**config.mk**
```make
export PLATFORM = sky130hd
export DESIGN_NAME = load_store_unit
export DESIGN_NICKNAME = d
export VERILOG_FILES = /design/src/rtl/load_store_unit.sv
export SDC_FILE = /design/constraint.sdc
export NUM_CORES = 1
export LEC_CHECK = 0
export CAP_MARGIN = 20
export CORE_ASPECT_RATIO = 0.9
export CORE_MARGIN = 8
export CORE_UTILIZATION = 39
export DETAILED_ROUTE_END_ITERATION = 8
export PLACE_DENSITY = 0.69
export SLEW_MARGIN = 20
export SYNTH_ARGS = -nofsm -noshare
export SYNTH_HDL_FRONTEND = slang
export SYNTH_SLANG_ARGS = --single-unit
```
**constraint.sdc**
```tcl
create_clock -name clk -period 7.05 [get_ports clk]
set_input_delay 1.0575 -clock clk [delete_from_list [all_inputs] [get_ports clk]]
set_output_delay 1.0575 -clock clk [all_outputs]
set_load 0.005 [all_outputs]
```
**src/rtl/load_store_unit.sv**
```systemverilog
// Load/store sequencer between execute and a byte-addressed data memory.
// Screens each request for faults, strobes memory once, returns one response.
module load_store_unit #(
  parameter int MEMSIZE = 64
) (
  input  logic        clk,
  input  logic        reset,
  input  logic        req_valid,
  output logic        req_ready,
  input  logic        req_load,
  input  logic        req_store,
  input  logic [2:0]  req_funct3,
  input  logic [31:0] req_base,
  input  logic [31:0] req_offset,
  input  logic [31:0] req_wdata,
  input  logic [4:0]  req_rd,
  output logic [31:0] mem_addr,
  output logic [31:0] mem_value,
  output logic [2:0]  mem_funct3,
  output logic        mem_read,
  output logic        mem_write,
  input  logic [31:0] mem_data,
  output logic        resp_valid,
  input  logic        resp_ready,
  output logic [4:0]  resp_rd,
  output logic        resp_we,
  output logic [31:0] resp_data,
  output logic        resp_fault
);

  typedef enum logic [1:0] {
    IDLE,
    ISSUE,
    WAIT,
    RESP
  } state_t;

  state_t      state;
  logic        is_load;
  logic [4:0]  rd_q;

  logic [31:0] ea;
  logic        ld_op;
  logic        st_op;
  logic        bad_op;
  logic        bad_f3;
  logic        misal;
  logic        oob;
  logic        fault;
  logic [2:0]  size;
  logic [32:0] last;

  always_comb begin
    ea     = req_base + req_offset;
    ld_op  = req_load & ~req_store;
    st_op  = req_store & ~req_load;
    bad_op = ~(ld_op | st_op);
    case (req_funct3[1:0])
      2'd0:    size = 3'd1;
      2'd1:    size = 3'd2;
      default: size = 3'd4;
    endcase
    bad_f3 = (ld_op && (req_funct3 == 3'd3 ||
                        req_funct3[2:1] == 2'b11)) ||
             (st_op && req_funct3 > 3'd2);
    misal  = (req_funct3[1:0] == 2'd1 && ea[0]) ||
             (req_funct3[1:0] == 2'd2 && ea[1:0] != 2'd0);
    // 33-bit sum so an address that wraps past 2^32 still reads as too high
    last   = {1'b0, ea} + {30'b0, size} - 33'd1;
    oob    = last > 33'(MEMSIZE - 1);
    fault  = bad_op | bad_f3 | misal | oob;
  end

  always_ff @(posedge clk) begin
    if (reset) begin
      state      <= IDLE;
      is_load    <= 1'b0;
      rd_q       <= 5'd0;
      req_ready  <= 1'b1;
      mem_addr   <= 32'd0;
      mem_value  <= 32'd0;
      mem_funct3 <= 3'd0;
      mem_read   <= 1'b0;
      mem_write  <= 1'b0;
      resp_valid <= 1'b0;
      resp_rd    <= 5'd0;
      resp_we    <= 1'b0;
      resp_data  <= 32'd0;
      resp_fault <= 1'b0;
    end else begin
      mem_read  <= 1'b0;
      mem_write <= 1'b0;
      unique case (state)
        IDLE: begin
          if (req_valid) begin
            req_ready <= 1'b0;
            rd_q      <= req_rd;
            is_load   <= ld_op;
            if (fault) begin
              state      <= RESP;
              resp_valid <= 1'b1;
              resp_fault <= 1'b1;
            end else begin
              state      <= ISSUE;
              mem_addr   <= ea;
              mem_funct3 <= req_funct3;
              mem_value  <= req_wdata;
              mem_read   <= ld_op;
              mem_write  <= st_op;
            end
          end
        end
        ISSUE: begin
          if (is_load) begin
            state <= WAIT;
          end else begin
            state      <= RESP;
            resp_valid <= 1'b1;
          end
        end
        WAIT: begin
          state      <= RESP;
          resp_valid <= 1'b1;
          resp_data  <= mem_data;
          resp_rd    <= rd_q;
          resp_we    <= rd_q != 5'd0;
        end
        RESP: begin
          if (resp_ready) begin
            state      <= IDLE;
            req_ready  <= 1'b1;
            resp_valid <= 1'b0;
            resp_rd    <= 5'd0;
            resp_we    <= 1'b0;
            resp_data  <= 32'd0;
            resp_fault <= 1'b0;
          end
        end
        default: state <= IDLE;
      endcase
    end
  end

endmodule
```
* Word-level counts from Yosys, hierarchy flattened
Index checks and enable logic that the tools add are counted.
** Storage, ports and cells
- Register bits :: 118
- Logic and storage cells :: 83
- Output and inout port bits :: 110
- Input port bits :: 142
** Operators by class
- Bitwise gates (word level) :: 12
- Add/sub/neg operators :: 3
- Eq/ne operators :: 11
- $lt $le $gt $ge :: 2
- Reductions and logical operators :: 21
- Muxes and demuxes :: 20
** Operator list (number)
- $pmux 32 s2 :: 1
- $add 32x3->33 :: 1
- $gt 33x6->1 const B :: 1
- $sub 33x1->33 const B :: 1
- $add 32x32->32 :: 1
- $mux 32 :: 1
- $pmux 5 s2 :: 1
- $eq 2x2->1 const B :: 4
- $ne 2x2->1 const B :: 4
- $pmux 2 s4 :: 1
- $reduce_and 4->1 :: 2
- $mux 1 :: 7
- $mux 2 :: 3
- $not 1->1 :: 6
- $pmux 1 s2 :: 3
- $pmux 3 s2 :: 1
- $reduce_and 2->1 :: 3
- $reduce_and 3->1 :: 2
- $reduce_bool 2->1 :: 3
- $mux 5 :: 1
- $reduce_bool 5->1 :: 1
- $eq 2x1->1 const B :: 2
- $logic_and 1x1->1 :: 4
- $logic_not 2->1 :: 2
- other kinds (7) :: 13

* Longest topological paths before layout
- Depth after elaboration :: 10
- Depth in mapped cells :: 34

* Worst setup path before layout
No wires, ideal clock.
- Kind :: input -> register
- From :: input req_base[0]
- To :: register mem_addr[23]
- Path buffers :: 4
- Library setup time :: 0.132 ns
- Stages on the path :: 34
- Slack :: 0.034 ns
- Arrival :: 6.884 ns
- Cells stage by stage :: ha_1 inv_1 fa_1 nand2b_1 a21o_1 a21oi_1 a31oi_2 o211ai_1 a21o_1 a21o_1 a21oi_1 o211ai_1 nand2_1 xnor2_1 inv_1 ha_1 clkbuf_1 a21o_1 a21oi_1 o32ai_1 nor4_1 o2111ai_1 nor4_1 nand3_1 a2111oi_0 nand4_1 a2111oi_2 nand4_1 or4b_1 buf_6 buf_6 clkbuf_1 o21ai_0 a21oi_1
** Between the ends
- Elaborated cells on any way between the ends :: 12
- Classes of those cells :: add/sub (3); order compare (1); bitwise (3); reduce/logical (5)
** RTL lines
- start: declaration :: RTL line 13 : input logic [31:0] req_base,
- $add 32x32->32 :: RTL line 54 : ea = req_base + req_offset;
- via ea[28] :: RTL line 42 : logic [31:0] ea;
- $add 32x3->33 :: RTL line 69 : last = {1'b0, ea} + {30'b0, size} - 33'd1;
- $sub 33x1->33 :: RTL line 69
- $gt 33x6->1 :: RTL line 70 : oob = last > 33'(MEMSIZE - 1);
- $or 1x1->1 :: RTL line 71 : fault = bad_op | bad_f3 | misal | oob;
- $not 1->1 (no line)
- $reduce_and 3->1 (no line)
- end signal: assignment :: RTL line 80 : mem_addr <= 32'd0;
- end signal: assignment :: RTL line 105 : mem_addr <= ea;
- end: declaration :: RTL line 17 : output logic [31:0] mem_addr,
The timed path passes the listed nets, and every way through them passes these cells.
A chain may end at the register's enable or synchronous reset.

* Worst setup path in the final report
- From :: input req_offset[0]
- To :: register mem_value[28]
** Between the ends
- Elaborated cells on any way between the ends :: 12
- Classes of those cells :: add/sub (3); order compare (1); bitwise (3); reduce/logical (5)
** RTL lines
- start: declaration :: RTL line 14 : input logic [31:0] req_offset,
- $add 32x32->32 :: RTL line 54
- via ea[28] :: RTL line 42
- $add 32x3->33 :: RTL line 69
- $sub 33x1->33 :: RTL line 69
- $gt 33x6->1 :: RTL line 70
- $or 1x1->1 :: RTL line 71
- $not 1->1 (no line)
- $reduce_and 3->1 (no line)
- end signal: assignment :: RTL line 107 : mem_value <= req_wdata;
- end: declaration :: RTL line 18 : output logic [31:0] mem_value,
The timed path passes the listed nets, and every way through them passes these cells.

==> flow_summary.json <==
{
  "status": "finished clean",
  "portBuffers": 251,
  "cts.sinks": 118,
  "vdd_drop_max_mv": 0.189,
  "fin_crit_sh_pct": 97.9,
  "synth_most_common_cell": "a21oi_1",
  "dpl_cell_area_um2": 13000,
  "p_leak_nw": 6.16,
  "dp_hpwl_mm": 23.5,
  "netlist.area_leader.share_pct": 25.8,
  "netlist.top_cell.by_area": "dfxtp_1",
  "wl_mm": 33.0,
  "synth_common_cells": "a21oi_1 (171), dfxtp_1 (118), o21ai_0 (105)",
  "hold_class": "flip-flop to flip-flop",
  "synthFlopType": "dfxtp_1",
  "wl_per_cell_um": 17.1,
  "p_total_mw": 3.75,
  "cp-start-kind": "primary input",
  "crit_type": "primary input to flip-flop",
  "ys_async_sr_fraction_pct": 0,
  "area_growth_pct": 60.8,
  "hold_viol_final": 0,
  "setup_viol": 0,
  "final_area_um2": 14700,
  "antenna_found_initial": 0,
  "worstPathArrival_ns": 7.25,
  "grt_usage_pct": 21.2,
  "p_seq_share_pct": 20.4,
  "cts_tree": "built",
  "fin_util_pct": 63.4,
  "drtAntennaViolNets": 0,
  "synth_edf_count": 0,
  "required_ns": 7.40,
  "path_clk_slew_ns": 0.06,
  "fillers": 1975,
  "pwr-share-clk_pct": 24.4,
  "ctsHoldBuffers": 0,
  "diodes": 0,
  "tightestPinTransition_ns": 0.782,
  "grt_max_degree": 139,
  "clock_path_buffers": 2,
  "drtIter0Drc": 630,
  "crit_path_frequent_cell": "a21o_1",
  "cts-buffers-inserted": 17,
  "register_area_um2": 2360,
  "yosysSeqAreaShare_pct": 25.8,
  "rows": 53,
  "syn_area_um2": 9160,
  "maxCapViolCount": 0,
  "nets": 1834,
  "drive_above_1_share_pct": 22.8,
  "multi_input_area_um2": 6650,
  "syn_inst": 1215,
  "p_per_area_nw_per_um2": 255,
  "internal_power_mw": 2.27,
  "synth.avg_cell_area_um2": 7.54,
  "yosysUniqueCellTypes": 91,
  "dieArea_um2": 28700,
  "finalSetupTns_ns": 0,
  "ys_seq_elements": 118,
  "critPathMaxFanout": 9,
  "final_max_slew_viol_count": 0,
  "switchingPower_mw": 1.49,
  "synth.area.top_cells": "dfxtp_1 (26%), ha_1 (9.4%), a21oi_1 (9.3%), o21ai_0 (5.7%), or3_1 (4.8%)",
  "fmax_ghz": 0.145,
  "grt_remaining_overflow": 0,
  "vias": 10400,
  "max_stage_delay_ns": 0.65,
  "yosysWarningCount": 0,
  "grt_first_pass_wirelength_mm": 50.0,
  "gp_congestion": 0.910,
  "rsz0062_at_grt": "yes",
  "slowest_stage": "or4b_4",
  "relSlewSlack_pct": 47.9,
  "drc": 0,
  "io_pins": 252,
  "die_y_um": 161,
  "clk_latency_ns": 0.42,
  "dr.pass1.iters": 5,
  "grt_pass1_vias": 9763,
  "clockRootBuffer": "clkbuf_16",
  "post-route-min-period_ns": 6.90,
  "worst_clock_skew_ns": 0.00789,
  "pwr-share-comb_pct": 55.1,
  "worst_hold_slack_ns": 0.449,
  "p_sw_share_pct": 39.6,
  "critPathCaptureType": "flip-flop",
  "die-width_um": 178,
  "htreeDepth": 4,
  "syn_nets": 1428,
  "vias_per_cell": 5.38,
  "start_util_pct": 39.5,
  "coreArea_um2": 23200
}
[worst max-delay path, delay by kind of cell]
family | cells | cell delay, ns
compound gates | 15 | 2.53
simple gates | 9 | 2.19
fa+ha+maj | 3 | 0.80
buf+inv | 5 | 0.51
xor+xnor | 1 | 0.15
[metal layers]
| metal | global-route usage (%) | share of wire (%) |
|---|---|---|
| met5 | 0 | 0 |
| met4 | 5.76 | 2.1 |
| met3 | 4.32 | 8.0 |
| met2 | 34.8 | 47 |
| met1 | 27.7 | 43 |
[layout make-up]
cell class / instances / area share (%)
Multi-Input combinational cell: 925 / 45.1
Clock inverter: 14 / 1.28
Timing Repair Buffer: 461 / 29.4
Inverter: 98 / 2.60
Sequential cell: 118 / 16.0
Clock buffer: 18 / 2.98
Tap cell: 302 / 2.57
[power by group through the flow]
stage	clock (mW)	combinational [mW]	sequential, mW
final	0.917	2.07	0.766
after detailed placement	0	1.89	0.780
after global routing	0.964	2.26	0.773
after global placement	0	1.87	0.777
after floorplan	0	1.13	0.781
after CTS	0.932	1.93	0.766
[worst paths after layout]
kind                                     from             to  slack [ns]  depth (start not counted)
worst max-delay path            req_offset[0]  mem_value[28]        0.15                         33
worst min-delay path             resp_data[9]   resp_data[9]        0.45                          2
worst max register to register       state[1]     resp_valid        4.90                          7
worst min register to register   resp_data[9]   resp_data[9]        0.45                          2
[kinds of logic (layout without fill, tap and decap cells)]
group,after synthesis,in the layout,share of synthesized area [%]
compound gates,429,429,29.4
simple gates,379,379,21.9
buf+inv,172,591,8.31
flops,118,118,25.8
fa+ha+maj,73,73,10.1
xor+xnor,31,31,3.05
mux,13,13,1.50
[layout by cell type (no fill, tap or decap), types with 16 or more instances in the layout]
master	n
ha_4	19
nor3_1	16
a21o_1	27
nand3_1	57
buf_4	197
or3_1	69
o21ai_0	94
xnor2_1	18
clkbuf_16	19
nor2_1	43
clkdlybuf4s50_1	222
ha_1	49
a21oi_1	150
dfxtp_1	118
nand2_1	96
a21oi_2	21
o21a_1	17
dlymetal6s2s_1	26
inv_1	85
[sequential cells by signal (all words and copies together) (netlist names)]
signal      flops
mem_value      32
is_load         1
mem_funct3      3
resp_data      32
mem_addr       32
resp_valid      1
resp_we         1
resp_rd         5
mem_write       1
mem_read        1
rd_q            5
resp_fault      1
req_ready       1
state           2
[metrics by stage]
stage | instances | setup slack [ns]
floorplan | 1215 | 0.0341
global placement | 1869 | -0.674
detailed placement | 1869 | -0.841
CTS | 1913 | 0.00114
global route | 1936 | -0.137
finish | 1936 | 0.151
[repair_timing]
action | in CTS | in global routing
pin swaps | 12 | 46
cloned | 5 | 2
resized for setup | 24 | 129
endpoints found under the setup margin | 70 | 70
buffers inserted | 7 | 23
Note: power is estimated with default switching activity, not from simulation.
